$ cat config.mk
export PLATFORM = sky130hd
export DESIGN_NAME = muldiv_unit
export DESIGN_NICKNAME = d
export VERILOG_FILES = /design/src/rtl/muldiv_pkg.sv /design/src/rtl/muldiv_unit.sv
export SDC_FILE = /design/constraint.sdc
export NUM_CORES = 1
export LEC_CHECK = 0
export ABC_AREA = 1
export CAP_MARGIN = 25
export CELL_PAD_IN_SITES_DETAIL_PLACEMENT = 0
export CELL_PAD_IN_SITES_GLOBAL_PLACEMENT = 2
export CORE_MARGIN = 4
export CORE_UTILIZATION = 30
export DETAILED_ROUTE_END_ITERATION = 10
export HOLD_SLACK_MARGIN = 0.06
export PLACE_DENSITY = 0.81
export SETUP_SLACK_MARGIN = 0.1
export SLEW_MARGIN = 30
export SYNTH_ARGS = -nofsm -noshare
export SYNTH_HDL_FRONTEND = slang
export SYNTH_SLANG_ARGS = --single-unit
export TNS_END_PERCENT = 100
$ cat constraint.sdc
create_clock -name clk -period 7.7 [get_ports clk]
set_input_delay 1.54 -clock clk [delete_from_list [all_inputs] [get_ports clk]]
set_output_delay 1.54 -clock clk [all_outputs]
set_load 0.03 [all_outputs]
$ cat src/rtl/muldiv_pkg.sv
// Shared types and helpers for the iterative RV32M multiply/divide unit.
// Op encoding follows the RV32M funct3 field so decode needs no remapping.
package muldiv_pkg;

    typedef enum logic [2:0] {
        MUL    = 3'd0,
        MULH   = 3'd1,
        MULHSU = 3'd2,
        MULHU  = 3'd3,
        DIV    = 3'd4,
        DIVU   = 3'd5,
        REM    = 3'd6,
        REMU   = 3'd7
    } muldiv_op_e;

    typedef enum logic [1:0] {
        ST_IDLE = 2'd0,
        ST_CALC = 2'd1,
        ST_FIX  = 2'd2,
        ST_DONE = 2'd3
    } muldiv_state_e;

    function automatic logic is_div(muldiv_op_e op);
        return op[2];
    endfunction

    function automatic logic is_rem(muldiv_op_e op);
        return op[2] & op[1];
    endfunction

    function automatic logic op1_signed(muldiv_op_e op);
        return (op == MULH) || (op == MULHSU) || (op == DIV) || (op == REM);
    endfunction

    function automatic logic op2_signed(muldiv_op_e op);
        return (op == MULH) || (op == DIV) || (op == REM);
    endfunction

endpackage

$ cat src/rtl/muldiv_unit.sv
// Iterative multiply/divide unit: one product or quotient bit per clock,
// sign-magnitude datapath with a final negate step, valid/ready on both sides.
module muldiv_unit
    import muldiv_pkg::*;
#(
    parameter int DATA_WIDTH = 32,
    parameter int OP_WIDTH   = 3
) (
    input  logic                  clk,
    input  logic                  rst,
    input  logic                  in_valid,
    output logic                  in_ready,
    input  logic [OP_WIDTH-1:0]   op,
    input  logic [DATA_WIDTH-1:0] op1,
    input  logic [DATA_WIDTH-1:0] op2,
    input  logic                  flush,
    output logic                  out_valid,
    input  logic                  out_ready,
    output logic [DATA_WIDTH-1:0] result,
    output logic                  busy
);

    localparam int W     = DATA_WIDTH;
    localparam int CNT_W = $clog2(DATA_WIDTH);

    muldiv_state_e  r_state;
    muldiv_op_e     r_op;
    logic [W-1:0]   r_mag1;
    logic [W-1:0]   r_mag2;
    logic           r_neg_q;
    logic           r_neg_r;
    logic [2*W-1:0] r_acc;
    logic [W-1:0]   r_rem;
    logic [CNT_W-1:0] r_cnt;
    logic [W-1:0]   r_result;
    logic           r_out_valid;

    // Accept-side decode
    muldiv_op_e     w_op;
    logic           w_neg1;
    logic           w_neg2;
    logic [W-1:0]   w_mag1;
    logic [W-1:0]   w_mag2;
    logic           w_accept;
    logic           w_div_zero;
    logic           w_div_ovf;
    logic [W-1:0]   w_fast_result;

    assign w_op       = muldiv_op_e'(op[2:0]);
    assign w_neg1     = op1_signed(w_op) & op1[W-1];
    assign w_neg2     = op2_signed(w_op) & op2[W-1];
    assign w_mag1     = w_neg1 ? -op1 : op1;
    assign w_mag2     = w_neg2 ? -op2 : op2;
    assign w_accept   = in_valid && (r_state == ST_IDLE) && !flush;
    assign w_div_zero = is_div(w_op) && (op2 == '0);
    assign w_div_ovf  = ((w_op == DIV) || (w_op == REM))
                        && (op1 == {1'b1, {(W-1){1'b0}}}) && (op2 == '1);
    assign w_fast_result = w_div_zero ? (is_rem(w_op) ? op1 : '1)
                                      : (is_rem(w_op) ? '0 : op1);

    // Multiply: shift-add, multiplier consumed from the low half of r_acc
    logic [W-1:0]   w_addend;
    logic [W:0]     w_mul_sum;
    logic [2*W-1:0] w_mul_next;

    assign w_addend   = r_acc[0] ? r_mag1 : '0;
    assign w_mul_sum  = {1'b0, r_acc[2*W-1:W]} + {1'b0, w_addend};
    assign w_mul_next = {w_mul_sum, r_acc[W-1:1]};

    // Divide: restoring; dividend shifts out of the low half as quotient bits shift in
    logic [W:0]     w_div_trial;
    logic           w_div_ge;
    logic [W-1:0]   w_div_rem;
    logic [2*W-1:0] w_div_next;

    assign w_div_trial = {r_rem, r_acc[W-1]};
    assign w_div_ge    = w_div_trial >= {1'b0, r_mag2};
    assign w_div_rem   = w_div_ge ? (w_div_trial[W-1:0] - r_mag2) : w_div_trial[W-1:0];
    assign w_div_next  = {r_acc[2*W-1:W], r_acc[W-2:0], w_div_ge};

    // Final sign fix-up and result selection
    logic [2*W-1:0] w_prod;
    logic [W-1:0]   w_quot;
    logic [W-1:0]   w_rem_fix;
    logic [W-1:0]   w_fix_result;

    assign w_prod    = r_neg_q ? -r_acc : r_acc;
    assign w_quot    = r_neg_q ? -r_acc[W-1:0] : r_acc[W-1:0];
    assign w_rem_fix = r_neg_r ? -r_rem : r_rem;

    // NOTE: a default assignment first keeps this block free of inferred latches.
    always_comb begin
        w_fix_result = '0;
        case (r_op)
            MUL:                 w_fix_result = w_prod[W-1:0];
            MULH, MULHSU, MULHU: w_fix_result = w_prod[2*W-1:W];
            DIV, DIVU:           w_fix_result = w_quot;
            default:             w_fix_result = w_rem_fix;
        endcase
    end

    // NOTE: state is updated with non-blocking assignments so every register
    // samples the pre-edge values of its neighbours.
    always_ff @(posedge clk or posedge rst) begin
        if (rst) begin
            r_state     <= ST_IDLE;
            r_op        <= MUL;
            r_mag1      <= '0;
            r_mag2      <= '0;
            r_neg_q     <= 1'b0;
            r_neg_r     <= 1'b0;
            r_acc       <= '0;
            r_rem       <= '0;
            r_cnt       <= '0;
            r_result    <= '0;
            r_out_valid <= 1'b0;
        end else begin
            case (r_state)
                ST_IDLE: begin
                    if (w_accept) begin
                        r_op    <= w_op;
                        r_mag1  <= w_mag1;
                        r_mag2  <= w_mag2;
                        r_neg_q <= w_neg1 ^ w_neg2;
                        r_neg_r <= w_neg1;
                        r_acc   <= {{W{1'b0}}, is_div(w_op) ? w_mag1 : w_mag2};
                        r_rem   <= '0;
                        r_cnt   <= '0;
                        if (w_div_zero || w_div_ovf) begin
                            r_result    <= w_fast_result;
                            r_out_valid <= 1'b1;
                            r_state     <= ST_DONE;
                        end else begin
                            r_state <= ST_CALC;
                        end
                    end
                end
                ST_CALC: begin
                    if (flush) begin
                        r_state <= ST_IDLE;
                    end else begin
                        if (is_div(r_op)) begin
                            r_acc <= w_div_next;
                            r_rem <= w_div_rem;
                        end else begin
                            r_acc <= w_mul_next;
                        end
                        r_cnt <= r_cnt + CNT_W'(1);
                        if (r_cnt == CNT_W'(W - 1))
                            r_state <= ST_FIX;
                    end
                end
                ST_FIX: begin
                    if (flush) begin
                        r_state <= ST_IDLE;
                    end else begin
                        r_result    <= w_fix_result;
                        r_out_valid <= 1'b1;
                        r_state     <= ST_DONE;
                    end
                end
                ST_DONE: begin
                    // Flush and consumer handshake both retire the result; result itself is kept.
                    if (flush || out_ready) begin
                        r_out_valid <= 1'b0;
                        r_state     <= ST_IDLE;
                    end
                end
                default: r_state <= ST_IDLE;
            endcase
        end
    end

    assign in_ready  = (r_state == ST_IDLE);
    assign busy      = (r_state == ST_CALC) || (r_state == ST_FIX);
    assign out_valid = r_out_valid;
    assign result    = r_result;

endmodule

Yosys cells after proc, flatten, opt, wreduce, memory -nomap -nowiden. Cells that the tools add are included.

Input port bits: 72. Register bits: 205.

Reductions and logical operators: 30. Muxes and demuxes: 39. Equal/unequal tests: 23. $lt $le $gt $ge: 1. Bitwise gates (word level): 4. $add $sub $neg: 8.

Operators by type and width (count): $mux 32 (16); $mux 64 (4); $neg 32->32 (4); $pmux 32 s2 (2); $pmux 64 s2 (1); $pmux 32 s3 (1); $eq 32x32->1 const B (2); $neg 64->64 (1); $add 32x32->33 (1); $ge 33x32->1 (1); $logic_not 32->1 (1); $sub 32x32->32 (1); $eq 3x3->1 const B (4); $mux 2 (6); $reduce_and 4->1 (3); $mux 5 (2); $ne 2x2->1 const B (5); $pmux 5 s2 (1); $eq 3x2->1 const B (3); $logic_or 1x1->1 (9); $pmux 2 s4 (1); $eq 3x1->1 const B (2); $reduce_and 3->1 (2); $add 5x1->5 const B (1); other kinds (19) (31).

Depth between registers and ports, before layout. Gate-level depths: netlist of the first run.

Depth after elaboration: 9. Depth in mapped cells: 18. Gate-level depth less buffers: 17.

Worst setup path before layout of the first run. Ideal clock, no wire load.

Path kind: input port to flip-flop. Start: input op1[1]. End: register r_result[8], in the netlist result[8]. Stages: 13. Path slack: 4720 ps. Setup time: 124 ps. Arrival: 2856 ps. Data required time: 7576 ps. Cell sequence: inv_1 > ha_1 > nand3_1 > nor2_2 > nand2_1 > nor2_1 > nand3b_1 > nand3_2 > nand3_2 > buf_2 > buf_6 > nand2_1 > nand2_1.

Longest elaborated chain between the ends: 6.

RTL lines: from (decl) (line muldiv_unit.sv:14) `input logic [DATA_WIDTH-1:0] op1,`; $eq 32x32->1 (line muldiv_unit.sv:57) `&& (op1 == {1'b1, {(W-1){1'b0}}}) && (op2 == '1);`; $logic_and 1x1->1 (2 in series) (line muldiv_unit.sv:57); $logic_or 1x1->1 (line muldiv_unit.sv:129) `if (w_div_zero || w_div_ovf) begin`; $ne 2x1->1 (no line); $reduce_and 4->1 (no line); to (signal assigned) (line muldiv_unit.sv:130) `r_result <= w_fast_result;`; to (signal assigned) (line muldiv_unit.sv:157) `r_result <= w_fix_result;`; to (decl) (line muldiv_unit.sv:35) `logic [W-1:0] r_result;`.

No other way between the ends. A chain may end at the register's enable or synchronous reset.

Final worst setup path of the first run.
Start: input flush. End: register r_acc[36].

Longest elaborated chain between the ends: 4. Elaborated cells on any way between the ends: 5. Classes of those cells: 2 x eq/ne; 3 x reduce/logical.

RTL lines: from (decl) (line muldiv_unit.sv:16) `input logic flush,`; $logic_not 1->1 (line muldiv_unit.sv:54) `assign w_accept = in_valid && (r_state == ST_IDLE) && !flush;`; $logic_and 1x1->1 (line muldiv_unit.sv:54); $ne 2x1->1 (no line); $reduce_and 4->1 (no line) (*); to (signal assigned) (line muldiv_unit.sv:126) `r_acc <= {{W{1'b0}}, is_div(w_op) ? w_mag1 : w_mag2};`; to (signal assigned) (line muldiv_unit.sv:143) `r_acc <= w_div_next;`; to (signal assigned) (line muldiv_unit.sv:146) `r_acc <= w_mul_next;`; to (decl) (line muldiv_unit.sv:32) `logic [2*W-1:0] r_acc;`.

Mark *: on every way between the ends. The rest lies on a longest branch, timed or not.

==> metrics.md, run 1 <==
| Metric | Value |
|---|---|
| HPWL after DPL | 72500 µm |
| Number of synthesized register bits | 205 |
| Critical path, cell by cell | clkdlybuf4s50_1, inv_2, nand3_2, inv_2, a21oi_4, buf_4, nor2_4, buf_4, nand2_2, inv_2, o21ai_0, o22ai_1 |
| Std-Cell Rows | 93 |
| Reg area | slightly above 5000 µm² |
| CTS hold repair buffers | 0 |
| Clock tree buffer depth | 3 |
| Setup Fix Bufs, Post-CTS | 0 |
| Syn. warnings | 0 |
| Post-Syn Instances | 3185 |
| Routed WL | 91000 µm |
| GP Congestion | just under 1 |
| Sequential cell area fraction in the yosys report | 26.3% |
| Fin area | 22200 µm² |
| Via density | approximately 5.4 |
| CP max FO | 35 |
| Fin Setup TNS | 0 ns |
| Power per cell area | 379 nW/µm² |
| Launching point of the worst reg2reg path | r_acc[0] |
| Nets | between 3000 and 4000 |
| Comb power frac | 59.1% |
| CTS tree | built |
| Final Non-Filler Cells | 4099 |
| Critical path data required time | 8.16 ns |
| Core area | approximately 64000 µm² |
| IO buf count | 106 |
| Starting Density | between 30% and 40% |
| Mapped cell area | 19500 µm² |
| Reg clk slew, reported paths | 0.06 ns |
| Clock root cell | clkbuf_16 |
| Max incr delay on CP | 0.54 ns |
| Max-Cap Viols | 0 |
| Die width | ~260 µm |
| Overall Global Routing Usage | 25.1% |
| Top delay family on crit path | buffers and inverters |
| H-tree Lvls | 1 |
| Critical path class | in -> reg |
| Status | finished clean |
| Number of global-route vias before repair | ~21000 |
| Top FF cell, synth | dfrtp_1 |
| Final hold vios | 0 |
| Largest net degree at the start of global routing | 136 |
| Residual DRC | 0 |
| Worst-margin pin slew | roughly 0.95 ns |
| Syn Nets | 3334 |
| RSZ-0062 raised after global routing | false |
| Die ar. | around 69000 µm² |
| Number of top-level pins | 107 |
| Commonest non-fill, non-tap cells in the layout | nand2_1, nor2_1, nand3_1 |
| Leak pwr | roughly 11 nW |
| Net switching power | 4.61 mW |
| First-pass GRT wire length | 135000 µm |
| Most frequent cell on the critical path | inv_2 |
| Commonest non-fill, non-tap cell in the layout | nand2_1 |
| Hold Path Origin | result[28] |
| Tmin final | 4.25 ns |
| Period utilisation layout | a little under three fifths |
| Cts bufs inserted | 27 |
| FF-to-FF End | r_acc[63] |
| Hold Crit Class | reg -> reg |
| Ant diodes | 0 |
| Die Ht | around 260 µm |
| Clk_lat worst skew | 0.58 ns |
| Slowest stage cell, crit path | clkdlybuf4s50_1 |
| Area grow syn2layout | 13.9% |
| Worst-case reg-to-reg path depth | 17 |
| Sw frac | 54.7% |
| Final Util | roughly a third |
| First-pass iteration count of the detailed router | 6 |
| Data arrival, critical path | ~4.7 ns |
| Clock share of power | about 17% |
| Library cells used by synthesis | 56 |
| Vias | 22200 |
| Share of layout cells above drive strength 1 | about 4.6% |
| Hold Crit Depth | 2 |
| WL per Instance | between 20 and 25 µm |
| Final ANT Viol Nets | 0 |
| Power Total | 8.43 mW |
| Placed Cells | 4049 |
| Critical Path Start Type | input pin |
| VDD IR max | 0.215 mV |
| Sinks on the clock net | approximately 210 |
| Antenna violations before repair | 1 |
| Buffers & Inverters on Critical Path | 6 |
| GRT overflow | 0 |
| Int Pwr | 3.82 mW |
| # resized after CTS | 0 |
| Fin Clk Skew | 0.0308 ns |
| Worst Setup End Kind | flop |
| Max frequency | between 0.2 and 0.25 GHz |
| Max-slew violation count | 0 |
| Syn Area/Cell | 6.13 µm² |
| Flop pwr share | 24.4% |
| Number of synthesized flops with an enable pin | 0 |
| Final setup fails | 0 |
| Ys async rst share | between 90% and 100% |
| Flop-to-flop setup slack | between 4 and 5 ns |
| Max_slew headroom | 36.4% |
| Fillers | between 7000 and 8000 |
| Multi-input gate area | 12500 µm² |
| Area after DPL | ~21000 µm² |
| WHS Endpoint | result[28] |
| Detailed Route Iter0 Violations | 2231 |
## per-layer routing
layer / vias to the layer above / track usage, % / wire length [µm]
met5: - / 0 / 13
met4: 2 / 8.91 / 3730
met3: 155 / 2.66 / 5480
met2: 794 / 40.6 / 41300
met1: 10700 / 34.9 / 40500
li1: 10600 / - / -
## registers in the layout, summed over array words and instances (netlist names)
name / count
r_rem: 32
r_cnt: 5
out_valid: 1
r_neg_q: 1
r_mag2: 32
r_acc: 64
r_mag1: 32
result: 32
r_neg_r: 1
r_op: 3
r_state: 2
## cell type report
type / instances / area share (%)
timing repair buffer: 122 / 5.36
tap: 855 / 4.81
multi-input combinational: 2499 / 56.3
sequential: 205 / 23.1
inverter: 368 / 6.25
clock inverter: 16 / 1.01
clock buffer: 34 / 3.24
## worst max path at each step
| stage | from | endpoint | slack (ns) | cells past startpoint |
|---|---|---|---|---|
| 6_report | flush | r_acc[36] | 3.45 | 12 |
| 5_1_grt | flush | r_acc[37] | 3.27 | 12 |
| 4_1_cts | op2[0] | result[22] | 3.27 | 13 |
| 3_5_place_dp | op2[0] | result[8] | 2.68 | 13 |
| 3_3_place_gp | op2[0] | result[22] | 2.71 | 13 |
| 2_1_floorplan | rst | out_valid | 0.56 | 1 |
## cells in the mapped netlist, types with 29 or more instances
cell type / number / area (µm²)
xor2_1: 49 / 429
a21oi_1: 179 / 896
o21ai_0: 233 / 1170
buf_2: 33 / 165
nor3_1: 29 / 145
nand2_1: 877 / 3290
ha_1: 75 / 938
inv_1: 345 / 1290
nand3_1: 361 / 1810
nor2_1: 367 / 1380
o21ai_1: 36 / 180
dfrtp_1: 205 / 5130
nand4_1: 38 / 238
clkbuf_1: 57 / 214
a31oi_1: 35 / 219
## tightest hold or removal path, cell delays in order, from the launching register on
cell     delay, ns
dfrtp_1       0.35
nand2_1       0.05
nand2_1       0.05
## logic make-up after synthesis
group / share of synthesized area, %
DFF: 26.3
adders and majority gates: 5.01
buffers and inverters: 9.80
AOI/OAI and AO/OA: 17.5
xor gates and xnor gates: 2.91
and+or+nand+nor: 38.5
## power groups by stage
stage	Clock, mW	Sequential (mW)	Combinational, mW
final	1.39	2.06	4.98
after global routing	1.45	2.10	5.45
after CTS	1.41	2.03	4.89
after detailed placement	0	2.05	4.86
after global placement	0	2.04	4.87
after floorplan	0	1.94	3.15
## through the flow
step	setup WS, ns	hold slack [ns]
floorplan	0.564	0.449
global placement	2.71	0.468
detailed placement	2.68	0.473
CTS	3.27	0.489
global route	3.27	0.504
finish	3.45	0.487
Note: power is estimated with default switching activity, not from simulation.
==> run 2: changes to the inputs <==
==> constraint.sdc (replaced) <==
create_clock -name clk -period 4.36 [get_ports clk]
set_input_delay 0.872 -clock clk [delete_from_list [all_inputs] [get_ports clk]]
set_output_delay 0.872 -clock clk [all_outputs]
set_load 0.03 [all_outputs]
==> run 2 against run 1 <==
Net effect: wire length is 0.60% higher; hold slack worse by 0.0022 ns; final cell count rose by 0.29%; sequential power up 79%; worst setup slack got worse by 2.7 ns; largest power group unchanged.
==> metrics.md, run 2 (same netlist as run 1, synthesis figures left out) <==
| Metric | Value |
|---|---|
| Status | finished clean |
| Critical path class | reg -> reg |
| Max_slew headroom | 38.4% (+2.0 points) |
| Placed Cells | 4059 (+0.25%) |
| Share of layout cells above drive strength 1 | 4.98% (+0.35 points) |
| # resized after CTS | 0 (unchanged) |
| Worst-margin pin slew | 0.925 ns (-0.0276 ns) |
| GR peak layer | met2 |
| Hold Crit Class | reg -> reg |
| Largest net degree at the start of global routing | 109 (-20%) |
| RSZ-0062 raised after global routing | false |
| WL per Instance | 22.3 µm (+0.31%) |
| Final Non-Filler Cells | 4111 (+0.29%) |
| Number of global-route vias before repair | 21100 (+0.37%) |
| Final ANT Viol Nets | 0 (unchanged) |
| Residual DRC | 0 (unchanged) |
| First-pass iteration count of the detailed router | 6 (unchanged) |
| Worst Setup End Kind | flop |
| Commonest non-fill, non-tap cells in the layout | nand2_1, nor2_1, nand3_1 |
| Critical Path Start Type | flop |
| Max-slew violation count | 0 (unchanged) |
| Most frequent cell on the critical path | nand2_1 |
| Die ar. | 69300 µm² (unchanged) |
| Detailed Route Iter0 Violations | 2155 (-3.4%) |
| Reg area | 5130 µm² (unchanged) |
| Die width | 263 µm (unchanged) |
| Fillers | 7257 (+0.48%) |
| Slowest stage cell, crit path | dfrtp_1 |
| Clk_lat worst skew | 0.58 ns (about the same) |
| Overall Global Routing Usage | 25.3% (+0.24 points) |
| HPWL after DPL | 73600 µm (+1.6%) |
| Via density | 5.34 (-1.5%) |
| GP Congestion | 0.977 (+0.99%) |
| Final setup fails | 0 (unchanged) |
| Fin Setup TNS | 0 ns (unchanged) |
| Die Ht | 263 µm (unchanged) |
| Commonest non-fill, non-tap cell in the layout | nand2_1 |
| Max incr delay on CP | 0.85 ns (+0.31 ns) |
| Most flop-heavy register | r_acc |
| Data arrival, critical path | 4.10 ns (-0.61 ns) |
| Sinks on the clock net | 205 (unchanged) |
| CTS tree | built |
| Nets | 3383 (+0.33%) |
| Cts bufs inserted | 28 (+3.7%) |
| Number of top-level pins | 107 (unchanged) |
| Critical path, cell by cell | buf_4, nand2_1, inv_1, ha_1, nand2_1, nor2_1, nand4_1, o21ai_0, nand3_1, o211ai_1, nand2_1, nand3_1, nand2_1 |
| CTS hold repair buffers | 0 (unchanged) |
| Routed WL | 91600 µm (+0.60%) |
| Period utilisation layout | 83.5% |
| Max frequency | 0.275 GHz |
| Final hold vios | 0 (unchanged) |
| Core area | 64500 µm² (unchanged) |
| Std-Cell Rows | 93 (unchanged) |
| H-tree Lvls | 1 (unchanged) |
| VDD IR max | 0.520 mV (+140%) |
| Clock root cell | clkbuf_16 |
| Met1 usage | 35.5% (+0.54 points) |
| CP max FO | 20 (-43%) |
| Critical path data required time | 4.82 ns (-3.34 ns) |
| Starting Density | 30.3% (unchanged) |
| GRT overflow | 0 (unchanged) |
| Fin Clk Skew | 0.0201 ns (-0.0107 ns) |
| Leak pwr | 11.0 nW (+0.30%) |
| Tmin final | 3.64 ns |
| First-pass GRT wire length | 136000 µm (+0.43%) |
| Ant diodes | 0 (unchanged) |
| Antenna violations before repair | 2 (+1) |
| Max FFs per register | 64 (unchanged) |
| Vias | 22000 (-1.3%) |
| Multi-input gate area | 12500 µm² (-0.10%) |
| Reg clk slew, reported paths | 0.06 ns (about the same) |
| Clock tree buffer depth | 3 (unchanged) |
| Max-Cap Viols | 0 (unchanged) |
| IO buf count | 106 (unchanged) |
| Met3 Resource Use GR | 3.52% (+0.86 points) |
| Setup Fix Bufs, Post-CTS | 0 (unchanged) |
| Power per cell area | 667 nW/µm² (+76%) |
| GRT met2 Usage | 40.3% (-0.27 points) |
| Area grow syn2layout | 14.2% |
-- run 2: final cells by class --
cell class | count | area share, %
sequential | 205 | 23.0
timing repair buffer | 132 | 5.74
inverter | 368 | 6.21
clock inverter | 13 | 0.594
multi-input combinational | 2499 | 56.0
tap | 855 | 4.79
clock buffer | 39 | 3.64
-- run 2: path summary, 6_finish.rpt --
check,end,slack (ns),from,cells after the start
worst max-delay path,r_acc[57],0.72,r_acc[0],13
worst min-delay path,r_mag1[8],0.48,r_mag1[8],2
worst max register to register,r_acc[57],0.72,r_acc[0],13
worst min register to register,r_mag1[8],0.48,r_mag1[8],2
max in group asynchronous,r_neg_q,2.61,rst,3
min in group asynchronous,r_rem[27],0.70,rst,2
-- run 2: power by group --
part | total [mW] | switching, mW | internal, mW
Clock | 2.40 | 0.978 | 1.42
Sequential | 3.69 | 1.04 | 2.65
Combinational | 8.80 | 6.15 | 2.65
Total | 14.9 | 8.17 | 6.72
-- run 2: metrics by stage --
step	cell area, µm²	setup slack (ns)	total power [mW]	hold WS, ns	util (%)
3_3_place_gp	21400	0.504	12.3	0.468	33.2
6_report	22300	0.718	14.9	0.485	34.6
4_1_cts	22300	0.859	14.7	0.487	34.6
3_5_place_dp	21400	0.479	12.3	0.471	33.2
2_1_floorplan	19500	0.830	9.00	0.449	-
5_1_grt	22300	0.520	15.9	0.508	34.6
-- run 2: layer usage --
layer / up-vias / part of all wire (%) / wire, µm
met5: - / 0.059 / 54
met4: 2 / 3.7 / 3380
met3: 127 / 6.2 / 5690
met2: 713 / 45 / 41100
met1: 10500 / 45 / 41400
li1: 10600 / - / -
-- run 2: worst max-delay path: cells and delay by family, from the launching register on --
family	cells	cell delay (ns)
buf+inv	2	0.49
compound gates	2	0.80
fa+ha+maj	1	0.21
simple gates	8	1.16
flops	1	0.85
==> run 3: changes to the inputs <==
--- a/config.mk
+++ b/config.mk
@@ -13,7 +13,7 @@
 export CORE_UTILIZATION = 30
 export DETAILED_ROUTE_END_ITERATION = 10
 export HOLD_SLACK_MARGIN = 0.06
-export PLACE_DENSITY = 0.81
+export PLACE_DENSITY = 0.83
 export SETUP_SLACK_MARGIN = 0.1
 export SLEW_MARGIN = 30
 export SYNTH_ARGS = -nofsm -noshare
==> constraint.sdc (replaced) <==
create_clock -name clk -period 3 [get_ports clk]
set_input_delay 0.6 -clock clk [delete_from_list [all_inputs] [get_ports clk]]
set_output_delay 0.6 -clock clk [all_outputs]
set_load 0.03 [all_outputs]
==> run 3 against run 2 <==
Net effect: wire length fell by 3.6%; first-iteration DRC count rose by 8.2%; sequential power rose by 42%; register-to-register slack got worse by 0.52 ns; critical path depth did not move; critical endpoint is now r_acc[49]; largest cell class unchanged; largest power group unchanged.
==> metrics.md, run 3 (same netlist as run 1, synthesis figures left out) <==
| Metric | Value |
|---|---|
| Max frequency | 0.357 GHz (+30%) |
| CTS hold repair buffers | 0 (unchanged) |
| Commonest non-fill, non-tap cells in the layout | nand2_1, nor2_1, nand3_1 |
| Critical path class | reg -> reg |
| Number of top-level pins | 107 (unchanged) |
| Routed WL | 88300 µm (-3.6%) |
| FF-to-FF End | r_acc[49] |
| First-pass GRT wire length | 131000 µm (-3.2%) |
| Cts bufs inserted | 27 (-3.6%) |
| Clock tree buffer depth | 3 (unchanged) |
| H-tree Lvls | 1 (unchanged) |
| Clk_lat worst skew | 0.56 ns (-0.02 ns) |
| Status | finished clean |
| Critical path data required time | 3.40 ns (-1.42 ns) |
| Leak pwr | 11.7 nW (+6.2%) |
| GP Congestion | 0.963 (-1.4%) |
| Area after DPL | 22500 µm² (+5.4%) |
| Max FFs per register | 64 (unchanged) |
| First-pass iteration count of the detailed router | 7 (+1) |
| Ant diodes | 0 (unchanged) |
| Final hold vios | 0 (unchanged) |
| Starting Density | 30.3% (unchanged) |
| CP max FO | 27 (+35%) |
| Share of layout cells above drive strength 1 | 8.79% (+3.8 points) |
| IO buf count | 106 (unchanged) |
| Nets | 3521 (+4.1%) |
| Overall Global Routing Usage | 24.4% (-0.99 points) |
| Residual DRC | 0 (unchanged) |
| Via density | 5.22 (-2.4%) |
| # resized after CTS | 0 (unchanged) |
| Final setup fails | 0 (unchanged) |
| WL per Instance | 20.8 µm (-6.7%) |
| Setup Fix Bufs, Post-CTS | 0 (unchanged) |
| Die ar. | 69300 µm² (unchanged) |
| Fin area | 23400 µm² (+4.9%) |
| Fillers | 7264 (+0.096%) |
| Launching point of the worst reg2reg path | r_acc[0] |
| Period utilisation layout | 93.3% (+9.7 points) |
| Worst-case reg-to-reg path depth | 13 (unchanged) |
| GRT overflow | 0 (unchanged) |
| Largest net degree at the start of global routing | 103 (-5.5%) |
| Core area | 64500 µm² (unchanged) |
| Most flop-heavy register | r_acc |
| RSZ-0062 raised after global routing | false |
| Sinks on the clock net | 205 (unchanged) |
| Final ANT Viol Nets | 0 (unchanged) |
| Max-Cap Viols | 0 (unchanged) |
| Tmin final | 2.80 ns (-0.844 ns) |
| Final Util | 36.3% (+1.7 points) |
| Die Ht | 263 µm (unchanged) |
| Critical Path Start Type | flop |
| Flop-to-flop setup slack | 0.20 ns (-0.52 ns) |
| HPWL after DPL | 72300 µm (-1.9%) |
| Area grow syn2layout | 19.8% |
| Power per cell area | 925 nW/µm² (+39%) |
| Hold Crit Class | in -> async |
| Reg clk slew, reported paths | 0.06 ns (about the same) |
| VDD IR max | 0.696 mV (+34%) |
| Worst Setup End Kind | flop |
| Vias | 22200 (+0.87%) |
| Fin Setup TNS | 0 ns (unchanged) |
| CTS tree | built |
| Max-slew violation count | 0 (unchanged) |
| Max_slew headroom | 48.5% (+10 points) |
| Fin Clk Skew | 0.0101 ns (-0.00993 ns) |
| Antenna violations before repair | 1 (-1) |
| Power Total | 21.6 mW (+45%) |
| Detailed Route Iter0 Violations | 2331 (+8.2%) |
| Data arrival, critical path | 3.20 ns (-0.90 ns) |
| Std-Cell Rows | 93 (unchanged) |
| Clock root cell | clkbuf_16 |
| Die width | 263 µm (unchanged) |
| Number of global-route vias before repair | 21000 (-0.18%) |
| Worst-margin pin slew | 0.764 ns (-0.160 ns) |
| Commonest non-fill, non-tap cell in the layout | nand2_1 |
==> run 3: cell types whose count changed in the layout (fill, tap and decap cells not counted), moves of 2 or more <==
cell	delta
clkinvlp_4	-4
clkbuf_16	-2
buf_4	+130
nor3_1	-2
clkbuf_1	+5
nor3_2	+2
clkinv_2	-3
buf_12	+9
==> run 3: cell type report <==
cell class / instances / area [µm²] / share of cell area, %
clock inverters: 7 / 75.1 / 0.321
multi-input cells: 2499 / 12500 / 53.5
repair buffers: 271 / 2440 / 10.4
flip-flops and latches: 205 / 5130 / 21.9
well taps: 855 / 1070 / 4.57
inverters: 368 / 1390 / 5.92
clock buffers: 42 / 782 / 3.34
==> run 3: power by group <==
part | switching (mW) | internal (mW) | total, mW | leakage [nW]
registers | 1.40 | 3.85 | 5.25 | 2.58
logic | 8.92 | 4.27 | 13.2 | 8.73
clock network | 1.33 | 1.88 | 3.21 | 0.420
total | 11.7 | 10.0 | 21.6 | 11.7
==> run 3: stage by stage <==
stage | std cells | worst slack (ns) | hold WS (ns)
after floorplan | 3185 | -0.258 | 0.449
after global placement | 4198 | 0.0629 | 0.466
after detailed placement | 4198 | 0.0223 | 0.467
after CTS | 4247 | 0.274 | 0.288
after global routing | 4247 | 0.0997 | 0.303
final | 4247 | 0.201 | 0.306
==> run 3: critical path: stages, from the launching register on <==
cell,delay (ns)
dfrtp_1,0.42
buf_12,0.18
nand2_1,0.06
inv_1,0.08
ha_1,0.37
nand2_1,0.12
nor2_1,0.19
nand4_1,0.10
o21ai_0,0.57
nand2_1,0.10
nand2_1,0.10
a21oi_1,0.06
o21ai_0,0.11
o21ai_0,0.17
==> run 3: per-layer routing <==
layer / vias to the layer above / global-route usage (%) / wire, µm
met5: - / 0 / 0
met4: 0 / 6.85 / 2720
met3: 107 / 2.03 / 4900
met2: 685 / 39.3 / 39800
met1: 10400 / 34.9 / 40900
li1: 10900 / - / -
==> run 3: worst max path at each step <==
stage	cells past startpoint	from	endpoint
5_1_grt	13	r_acc[0]	r_acc[62]
4_1_cts	3	r_state[1]	in_ready
3_5_place_dp	13	op1[1]	result[22]
6_report	13	r_acc[0]	r_acc[49]
3_3_place_gp	14	op2[1]	result[22]
2_1_floorplan	1	rst	out_valid
